**config.mk**
```make
export PLATFORM = sky130hd
export DESIGN_NAME = fm_sweep_sched_flat
export DESIGN_NICKNAME = d
export VERILOG_FILES = /design/src/rtl/fm_sweep_sched_if.sv /design/src/rtl/fm_sweep_sched.sv /design/src/flat_wrapper.sv
export SDC_FILE = /design/constraint.sdc
export NUM_CORES = 1
export LEC_CHECK = 0
export BUFFER_PORTS_ARGS = -buffer_cell sky130_fd_sc_hd__buf_2
export CORE_MARGIN = 2
export CORE_UTILIZATION = 45
export DETAILED_ROUTE_END_ITERATION = 8
export PLACE_DENSITY = 0.64
export SYNTH_ARGS = -nofsm -noshare
export SYNTH_HDL_FRONTEND = slang
export SYNTH_SLANG_ARGS = --single-unit
```
**constraint.sdc**
```tcl
create_clock -name clk -period 6.99 [get_ports clk]
set_input_delay 1.7475 -clock clk [delete_from_list [all_inputs] [get_ports clk]]
set_output_delay 1.7475 -clock clk [all_outputs]
set_load 0.005 [all_outputs]
```
**src/rtl/fm_sweep_sched_if.sv**
```systemverilog
// fm_sweep_sched_if: control, config and increment bundle between the sweep sequencer and its user.
interface fm_sweep_sched_if #(parameter int W = 20, parameter int DW = 16);
   logic start, abort, loop_en, grant;
   logic [W-1:0] cfg_start, cfg_stop, cfg_step;
   logic [DW-1:0] cfg_dwell, cfg_hold;
   logic [W-1:0] incr;
   logic update, busy, done, cfg_err;
   modport master(
      output start, abort, loop_en, grant, cfg_start, cfg_stop, cfg_step, cfg_dwell, cfg_hold,
      input incr, update, busy, done, cfg_err
   );
   modport slave(
      input start, abort, loop_en, grant, cfg_start, cfg_stop, cfg_step, cfg_dwell, cfg_hold,
      output incr, update, busy, done, cfg_err
   );
endinterface

```
**src/rtl/fm_sweep_sched.sv**
```systemverilog
// fm_sweep_sched: grant-paced triangular sweep (up, hold, down, optional loop) of the SPWM12 phase increment.
module fm_sweep_sched #(parameter int W = 20, parameter int DW = 16) (
   input logic clk,
   input logic rst_n,
   fm_sweep_sched_if.slave bus
);
   typedef enum logic [1:0] {IDLE, UP, HOLD, DOWN} state_t;
   state_t state, nState;
   logic [W-1:0] incrQ, nIncr, shStart, shStop, shStep, nStart, nStop, nStep, upVal, dnVal;
   logic [DW-1:0] dwellCnt, holdCnt, shDwell, shHold, nDwell, nHoldCnt, nShDwell, nShHold;
   logic updateQ, busyQ, doneQ, errQ, nUpdate, nDone, nErr, stepEv;
   logic [W:0] sum, diff;
   // One extra bit lets the clamp see overflow past stop and borrow below zero.
   assign sum = {1'b0, incrQ} + {1'b0, shStep};
   assign diff = {1'b0, incrQ} - {1'b0, shStep};
   assign upVal = (sum > {1'b0, shStop}) ? shStop : sum[W-1:0];
   assign dnVal = (diff[W] || diff[W-1:0] < shStart) ? shStart : diff[W-1:0];
   assign stepEv = bus.grant && dwellCnt == shDwell;
   assign bus.incr = incrQ;
   assign bus.update = updateQ;
   assign bus.busy = busyQ;
   assign bus.done = doneQ;
   assign bus.cfg_err = errQ;
   always_ff @(posedge clk or negedge rst_n) begin
      if (!rst_n) begin
         state <= IDLE;
         incrQ <= '0;
         updateQ <= 1'b0;
         busyQ <= 1'b0;
         doneQ <= 1'b0;
         errQ <= 1'b0;
         dwellCnt <= '0;
         holdCnt <= '0;
         shStart <= '0;
         shStop <= '0;
         shStep <= '0;
         shDwell <= '0;
         shHold <= '0;
      end else begin
         state <= nState;
         incrQ <= nIncr;
         updateQ <= nUpdate;
         busyQ <= nState != IDLE;
         doneQ <= nDone;
         errQ <= nErr;
         dwellCnt <= nDwell;
         holdCnt <= nHoldCnt;
         shStart <= nStart;
         shStop <= nStop;
         shStep <= nStep;
         shDwell <= nShDwell;
         shHold <= nShHold;
      end
   end
   always_comb begin
      nState = state;
      nIncr = incrQ;
      nUpdate = 1'b0;
      nDone = 1'b0;
      nErr = 1'b0;
      nDwell = dwellCnt;
      nHoldCnt = holdCnt;
      nStart = shStart;
      nStop = shStop;
      nStep = shStep;
      nShDwell = shDwell;
      nShHold = shHold;
      if (bus.abort) begin
         nState = IDLE;
         nDwell = '0;
         nHoldCnt = '0;
      end else begin
         case (state)
            IDLE: if (bus.start) begin
               if (bus.cfg_step == '0 || bus.cfg_stop < bus.cfg_start) nErr = 1'b1;
               else begin
                  nStart = bus.cfg_start;
                  nStop = bus.cfg_stop;
                  nStep = bus.cfg_step;
                  nShDwell = bus.cfg_dwell;
                  nShHold = bus.cfg_hold;
                  nIncr = bus.cfg_start;
                  nUpdate = 1'b1;
                  nDwell = '0;
                  nState = UP;
               end
            end
            UP: if (bus.grant) begin
               nDwell = stepEv ? '0 : dwellCnt + 1'b1;
               if (stepEv && incrQ == shStop) begin
                  nState = HOLD;
                  nHoldCnt = '0;
               end else if (stepEv) begin
                  nIncr = upVal;
                  nUpdate = 1'b1;
               end
            end
            HOLD: if (bus.grant) begin
               if (holdCnt == shHold) begin
                  nState = DOWN;
                  nDwell = '0;
               end else nHoldCnt = holdCnt + 1'b1;
            end
            DOWN: if (bus.grant) begin
               nDwell = stepEv ? '0 : dwellCnt + 1'b1;
               if (stepEv && incrQ == shStart) begin
                  nState = bus.loop_en ? UP : IDLE;
                  nDone = !bus.loop_en;
               end else if (stepEv) begin
                  nIncr = dnVal;
                  nUpdate = 1'b1;
               end
            end
            default: nState = IDLE;
         endcase
      end
   end
endmodule

```
**src/flat_wrapper.sv**
```systemverilog
// flat-port wrapper written by rule: the top's interface ports become plain ports
module fm_sweep_sched_flat 
#(parameter int W = 20, parameter int DW = 16)
  (clk, rst_n, bus_start, bus_abort, bus_loop_en, bus_grant, bus_cfg_start, bus_cfg_stop, bus_cfg_step, bus_cfg_dwell, bus_cfg_hold, bus_incr, bus_update, bus_busy, bus_done, bus_cfg_err);
  fm_sweep_sched_if #(.W(W), .DW(DW)) bus_i ();
  input logic clk;
  input logic rst_n;
  input wire logic [$bits(bus_i.start)-1:0] bus_start;
  input wire logic [$bits(bus_i.abort)-1:0] bus_abort;
  input wire logic [$bits(bus_i.loop_en)-1:0] bus_loop_en;
  input wire logic [$bits(bus_i.grant)-1:0] bus_grant;
  input wire logic [$bits(bus_i.cfg_start)-1:0] bus_cfg_start;
  input wire logic [$bits(bus_i.cfg_stop)-1:0] bus_cfg_stop;
  input wire logic [$bits(bus_i.cfg_step)-1:0] bus_cfg_step;
  input wire logic [$bits(bus_i.cfg_dwell)-1:0] bus_cfg_dwell;
  input wire logic [$bits(bus_i.cfg_hold)-1:0] bus_cfg_hold;
  output wire logic [$bits(bus_i.incr)-1:0] bus_incr;
  output wire logic [$bits(bus_i.update)-1:0] bus_update;
  output wire logic [$bits(bus_i.busy)-1:0] bus_busy;
  output wire logic [$bits(bus_i.done)-1:0] bus_done;
  output wire logic [$bits(bus_i.cfg_err)-1:0] bus_cfg_err;
  assign bus_i.start = bus_start;
  assign bus_i.abort = bus_abort;
  assign bus_i.loop_en = bus_loop_en;
  assign bus_i.grant = bus_grant;
  assign bus_i.cfg_start = bus_cfg_start;
  assign bus_i.cfg_stop = bus_cfg_stop;
  assign bus_i.cfg_step = bus_cfg_step;
  assign bus_i.cfg_dwell = bus_cfg_dwell;
  assign bus_i.cfg_hold = bus_cfg_hold;
  assign bus_incr = bus_i.incr;
  assign bus_update = bus_i.update;
  assign bus_busy = bus_i.busy;
  assign bus_done = bus_i.done;
  assign bus_cfg_err = bus_i.cfg_err;
  fm_sweep_sched #(.W(W), .DW(DW)) u_core (.clk(clk), .rst_n(rst_n), .bus(bus_i));
endmodule
```
==> Word-level counts from Yosys, hierarchy flattened <==
Index checks and enable logic that the tools add are counted.
Widths: inputs -> output; s select.
{ "totals": {"reg_bits": 150, "out_inout_bits": 24, "wordCells": 114} }
{ "classes": {"addsub": 4, "n_lt_le_gt_ge": 3, "eq_ne": 23, "mux": 53, "bitwise": 2, "n_reduce_logical": 16} }
{ "op_table": {"columns": ["cell", "count"], "rows": [
  ["$mux 20", 10],
  ["$mux 16", 12],
  ["$pmux 20 s3", 1],
  ["$pmux 16 s3", 1],
  ["$eq 20x20->1", 2],
  ["$lt 20x20->1", 2],
  ["$add 16x1->16 const B", 2],
  ["$eq 16x16->1", 2],
  ["$pmux 16 s2", 1],
  ["$add 20x20->21", 1],
  ["$gt 21x20->1", 1],
  ["$sub 20x20->21", 1],
  ["$logic_not 20->1", 1],
  ["$mux 2", 9],
  ["$mux 1", 17],
  ["$ne 3x3->1 const B", 5],
  ["$ne 2x2->1 const B", 6],
  ["$reduce_and 10->1", 1],
  ["$reduce_and 5->1", 2],
  ["$pmux 2 s4", 1],
  ["$ne 3x2->1 const B", 2],
  ["$reduce_bool 3->1", 2],
  ["$eq 2x2->1 const B", 2],
  ["$ne 2x1->1 const B", 2],
  ["11 further kinds", 15]
]} }

==> Logic depth before layout (Yosys ltp) <==
{ "depth": {"word_depth": 8, "depth_mapped": 22, "depth_no_buf": 21} }

==> Least setup slack after synthesis <==
Ideal clock, no wire load.
{ "synth_timing": {"kind": "register to register", "startpoint": "register u_core.incrQ[9] (netlist: u_core.bus.incr[9])", "endpoint": "register u_core.incrQ[8] (netlist: u_core.bus.incr[8])", "setup_ps": 125, "arrival_time_ps": 4627, "required_time_ps": 6865, "setup_slack_ps": 2238, "path_stages_with_launch": 20, "path_buffers": 2, "synth_period_minus_slack_ps": 4752, "cell_sequence": "dfrtp_1 > ha_1 > buf_6 > or3_2 > nor4_2 > a21boi_0 > o21ai_0 > a31oi_1 > mux2i_1 > nand2_1 > ha_1 > or3_1 > a221oi_1 > and4b_2 > o21bai_1 > nor3_4 > buf_8 > mux2i_1 > o221ai_2 > mux2_4"} }
{ "synth_between": {"elab_chain_cells": 8, "elab_cells_between_ends": 21} }
{ "synth_lines": {"columns": ["item", "line_no", "text"], "rows": [
  ["start: declaration", "fm_sweep_sched.sv:9", "logic [W-1:0] incrQ, nIncr, shStart, shStop, shStep, nStart, nStop, nStep, upVal, dnVal;"],
  ["start signal: assignment", "fm_sweep_sched.sv:41", "incrQ <= nIncr;"],
  ["$sub 20x20->21", "fm_sweep_sched.sv:15", "assign diff = {1'b0, incrQ} - {1'b0, shStep};"],
  ["$lt 20x20->1", "fm_sweep_sched.sv:17", "assign dnVal = (diff[W] || diff[W-1:0] < shStart) ? shStart : diff[W-1:0];"],
  ["$logic_or 1x1->1", "fm_sweep_sched.sv:17", null],
  ["$mux 20", "fm_sweep_sched.sv:17", null],
  ["$mux 20", "fm_sweep_sched.sv:109", "end else if (stepEv) begin"],
  ["$mux 20", "fm_sweep_sched.sv:106", "if (stepEv && incrQ == shStart) begin"],
  ["$mux 20", "fm_sweep_sched.sv:104", "DOWN: if (bus.grant) begin"],
  ["$pmux 20 s3", "fm_sweep_sched.sv:73", "case (state)"]
]} }
Several ways; a longest one is shown, not always the timed one. The select of a mux whose other input is x is not followed.
A chain may end at the register's enable or synchronous reset.

==> Worst setup path after layout <==
{ "layout_timing": {"startpoint": "register u_core.incrQ[9] (netlist: u_core.bus.incr[9])", "endpoint": "register u_core.incrQ[7] (netlist: u_core.bus.incr[7])"} }
Same word-level chain as after synthesis.

==> results.md <==
* Area contributors post-synth: dfrtp_1, ha_1, xnor2_1
* CP Class: flop to flop
* Hold buffers post-CTS at 0
* Vias in the first global route at 9777
* H-tree Lvls at 4
* GP Congestion at 0.975
* Hold slack at 0.530 ns
* Root buffer cell: clkbuf_16
* Final instance area at 0.0128 mm²
* Relative slew slack at 0.197
* PwrDens at 522 mW/mm²
* Nets at 1571
* R2R Path End: u_core.bus.incr[7]$_DFFE_PN0P_
* Skew-Pair Late Insertion Delay at 0.45 ns
* Initial DRC count at 862
* Critical path arrival at 6.75 ns
* Clock Path Buffers at 2
* Hold/Removal Path Class: flop to flop
* Hold-critical path depth at 1
* Fin crit period at 6.42 ns
* Worst-margin pin slew at 1.20 ns
* Core ar. at 0.0251 mm²
* Drt wl/cell at 20.3 µm
* Worst setup SP type: flop
* Drt first pass iters at 7
* Initial antenna violation count at 5
* Clock Skew at 0.0142 ns
* Die area at 0.0268 mm²
* Fmax at 156 MHz
* Die height at 164 µm
* Seq/Total Area, Yosys at 0.327
* HP Start: u_core.shDwell[13]$_DFFE_PN0P_
* Final HPWL DP at 26200 µm
* # port buffers at 121
* Syn_nets at 1476
* Post-DP Area at 0.0122 mm²
* Final Power at 6.70 mW
* R2R depth at 17
* MaxCap Viol Count at 0
* Status: finished clean
* Clk slew on worst S/H paths at 0.07 ns
* Critical path data required time at 7.31 ns
* First-pass GRT wire length at 54000 µm
* Remaining Overflow, GRT at 0
* Worst Hold End: u_core.shDwell[13]$_DFFE_PN0P_
* Cells after synthesis at 1276
* CTS tree: built
* Avg Cell Area, Syn at 9.00 µm²
* R2r setup slk at 0.57 ns
* Area Growth Syn to Fin at 11.9%
* Share of cells above drive strength 1 at 0.190
* Mapped cell area at 0.0115 mm²
* Area share of the largest cell type after synthesis at 0.327
* Pins Over Slew Limit at 0
* Biggest area consumer among synthesized cells: dfrtp_1
* Final Hold Viols at 0
* Clock sinks at 150
* Cts bufs inserted at 17
* Drt total wl at 34800 µm
* Vias/cell at 5.83
* Antenna Violating Nets Remaining at 0
* Initial Util at 0.457
* Pin count of the biggest net entering global routing at 97
* Count of cell types in the netlist at 80
* Remaining DRCs at 0
* Die X at 164 µm
* YS warnings at 0
* Final core occ at 0.512
* Vias at 10000
* Cell Rows at 58
* I/O Pins at 122
* Top FF cell, synth: dfrtp_1
* Post-synthesis register bit count at 150
* Final setup violating endpoints at 0
* Reg2Reg Launch Point: u_core.bus.incr[9]$_DFFE_PN0P_
* RSZ-0062 raised after global routing: no
* GR Util All Layers at 0.264
* CP Capture Type: flop
* Final period util at 0.919
* Setup TNS at 0 ns
* Share of synthesized registers carrying an async set or reset at 1.00
* P_leak at 5.78 nW
* Worst-path fanout max at 15
* Post-synth EDFFs at 0
* # Post-CTS Setup Buffers at 0
* VDD IR max at 0.406 mV
* CTS resizes at 0
[stage by stage]
step | setup WS, ns | cells
floorplan | 2.24 | 1276
detailed placement | 0.822 | 1682
global placement | 0.818 | 1682
CTS | 0.797 | 1714
global route | 0.442 | 1714
finish | 0.566 | 1717
[how the worst max path moves through the flow]
stage / to / from / cells past startpoint
detailed placement: u_core.bus.incr[7]$_DFFE_PN0P_ / u_core.bus.incr[9]$_DFFE_PN0P_ / 17
global route: u_core.bus.incr[2]$_DFFE_PN0P_ / u_core.bus.incr[9]$_DFFE_PN0P_ / 17
global placement: u_core.bus.incr[6]$_DFFE_PN0P_ / u_core.bus.incr[10]$_DFFE_PN0P_ / 17
CTS: u_core.bus.incr[7]$_DFFE_PN0P_ / u_core.bus.incr[9]$_DFFE_PN0P_ / 17
finish: u_core.bus.incr[7]$_DFFE_PN0P_ / u_core.bus.incr[9]$_DFFE_PN0P_ / 17
floorplan: u_core.bus.incr[8]$_DFFE_PN0P_ / u_core.bus.incr[9]$_DFFE_PN0P_ / 19
[power breakdown]
group          switching [mW]  total (mW)  leakage, nW  internal, mW
Sequential              0.285        1.38         1.88          1.10
Clock                   0.449       0.999        0.305         0.550
Combinational            2.59        4.32         3.59          1.73
[sequential cells by signal, indices dropped and copies added (netlist names)]
register and flops:
u_core.bus.incr 20, u_core.bus.done 1, u_core.bus.cfg_err 1, u_core.shHold 16
u_core.dwellCnt 16, u_core.shStep 20, u_core.bus.busy 1, u_core.holdCnt 16
u_core.shStop 20, u_core.shDwell 16, u_core.state 2, u_core.shStart 20
u_core.bus.update 1
[layout make-up]
class	instances	area, µm²
Fill cell	2410	12300
Sequential cell	150	3750
Tap cell	330	413
Clock buffer	17	425
Multi-Input combinational cell	961	6950
Timing Repair Buffer	129	672
Clock inverter	15	198
Antenna cell	3	7.51
Inverter	112	420
[worst max-delay path, stage by stage (launching register included)]
cell,delay (ns)
dfrtp_1,0.47
ha_1,0.45
or3_2,0.50
nor4_2,0.25
a21boi_0,0.56
o21ai_0,0.29
a31oi_1,0.41
mux2i_1,0.27
nand2_1,0.09
ha_1,0.20
or3_1,0.36
a221oi_1,0.29
and4b_2,0.29
o21bai_1,0.28
nor3_4,0.86
mux2i_1,0.32
o221ai_2,0.12
mux2_2,0.30
[placed cells by master, fill, tap and decap left out, drive strengths merged, types with 6 or more instances in the layout]
cell type | netlist | layout
o31ai | 9 | 9
mux2 | 60 | 60
nand4 | 28 | 28
mux2i | 20 | 20
nor4 | 16 | 16
inv | 112 | 122
a21o | 19 | 19
nand2b | 12 | 12
ha | 100 | 100
o21ai | 125 | 125
a311oi | 8 | 8
nand2 | 127 | 127
or3 | 10 | 10
nor2 | 71 | 71
nor2b | 7 | 7
o211ai | 6 | 6
o221ai | 14 | 14
dfrtp | 150 | 150
clkbuf | 41 | 17
nor3 | 21 | 21
xnor2 | 85 | 85
nand3 | 22 | 22
xor2 | 15 | 15
or3b | 10 | 10
and3 | 27 | 27
a211oi | 9 | 9
a21oi | 48 | 48
buf | 12 | 129
a31oi | 13 | 13
[metal layers]
layer,share of wire,track usage,vias to the layer above
met3,0.074,0.0604,85
met5,0.00069,0,-
li1,-,-,4746
met2,0.46,0.424,387
met4,0.040,0.115,4
met1,0.42,0.341,4783
[kinds of logic after synthesis]
family	Yosys count	synth area share
buffers and inverters	165	0.0681
multiplexers	80	0.0776
flip-flops	150	0.327
AND/OR/NAND/NOR	367	0.158
adder cells (fa/ha/maj)	102	0.112
AO/OA/AOI/OAI	312	0.180
XOR/XNOR	100	0.0763
[synth_stat cells, types with 8 or more instances]
cell type  count
o221ai_1       8
nand2_1      126
xnor2_1       85
and3_1        26
o21ai_0      125
a21o_1        16
mux2_2        56
clkbuf_1      31
nor3_1        20
inv_1        112
nand2b_1      12
xor2_1        15
a21oi_1       48
nor4_1        15
mux2i_1       20
a211oi_1       8
a311oi_1       8
nand3_1       22
or3_1          9
clkbuf_8      10
a31oi_1       13
nand4_1       28
nor2_1        69
dfrtp_1      150
ha_1         100
(Power assumes the default switching activity.)
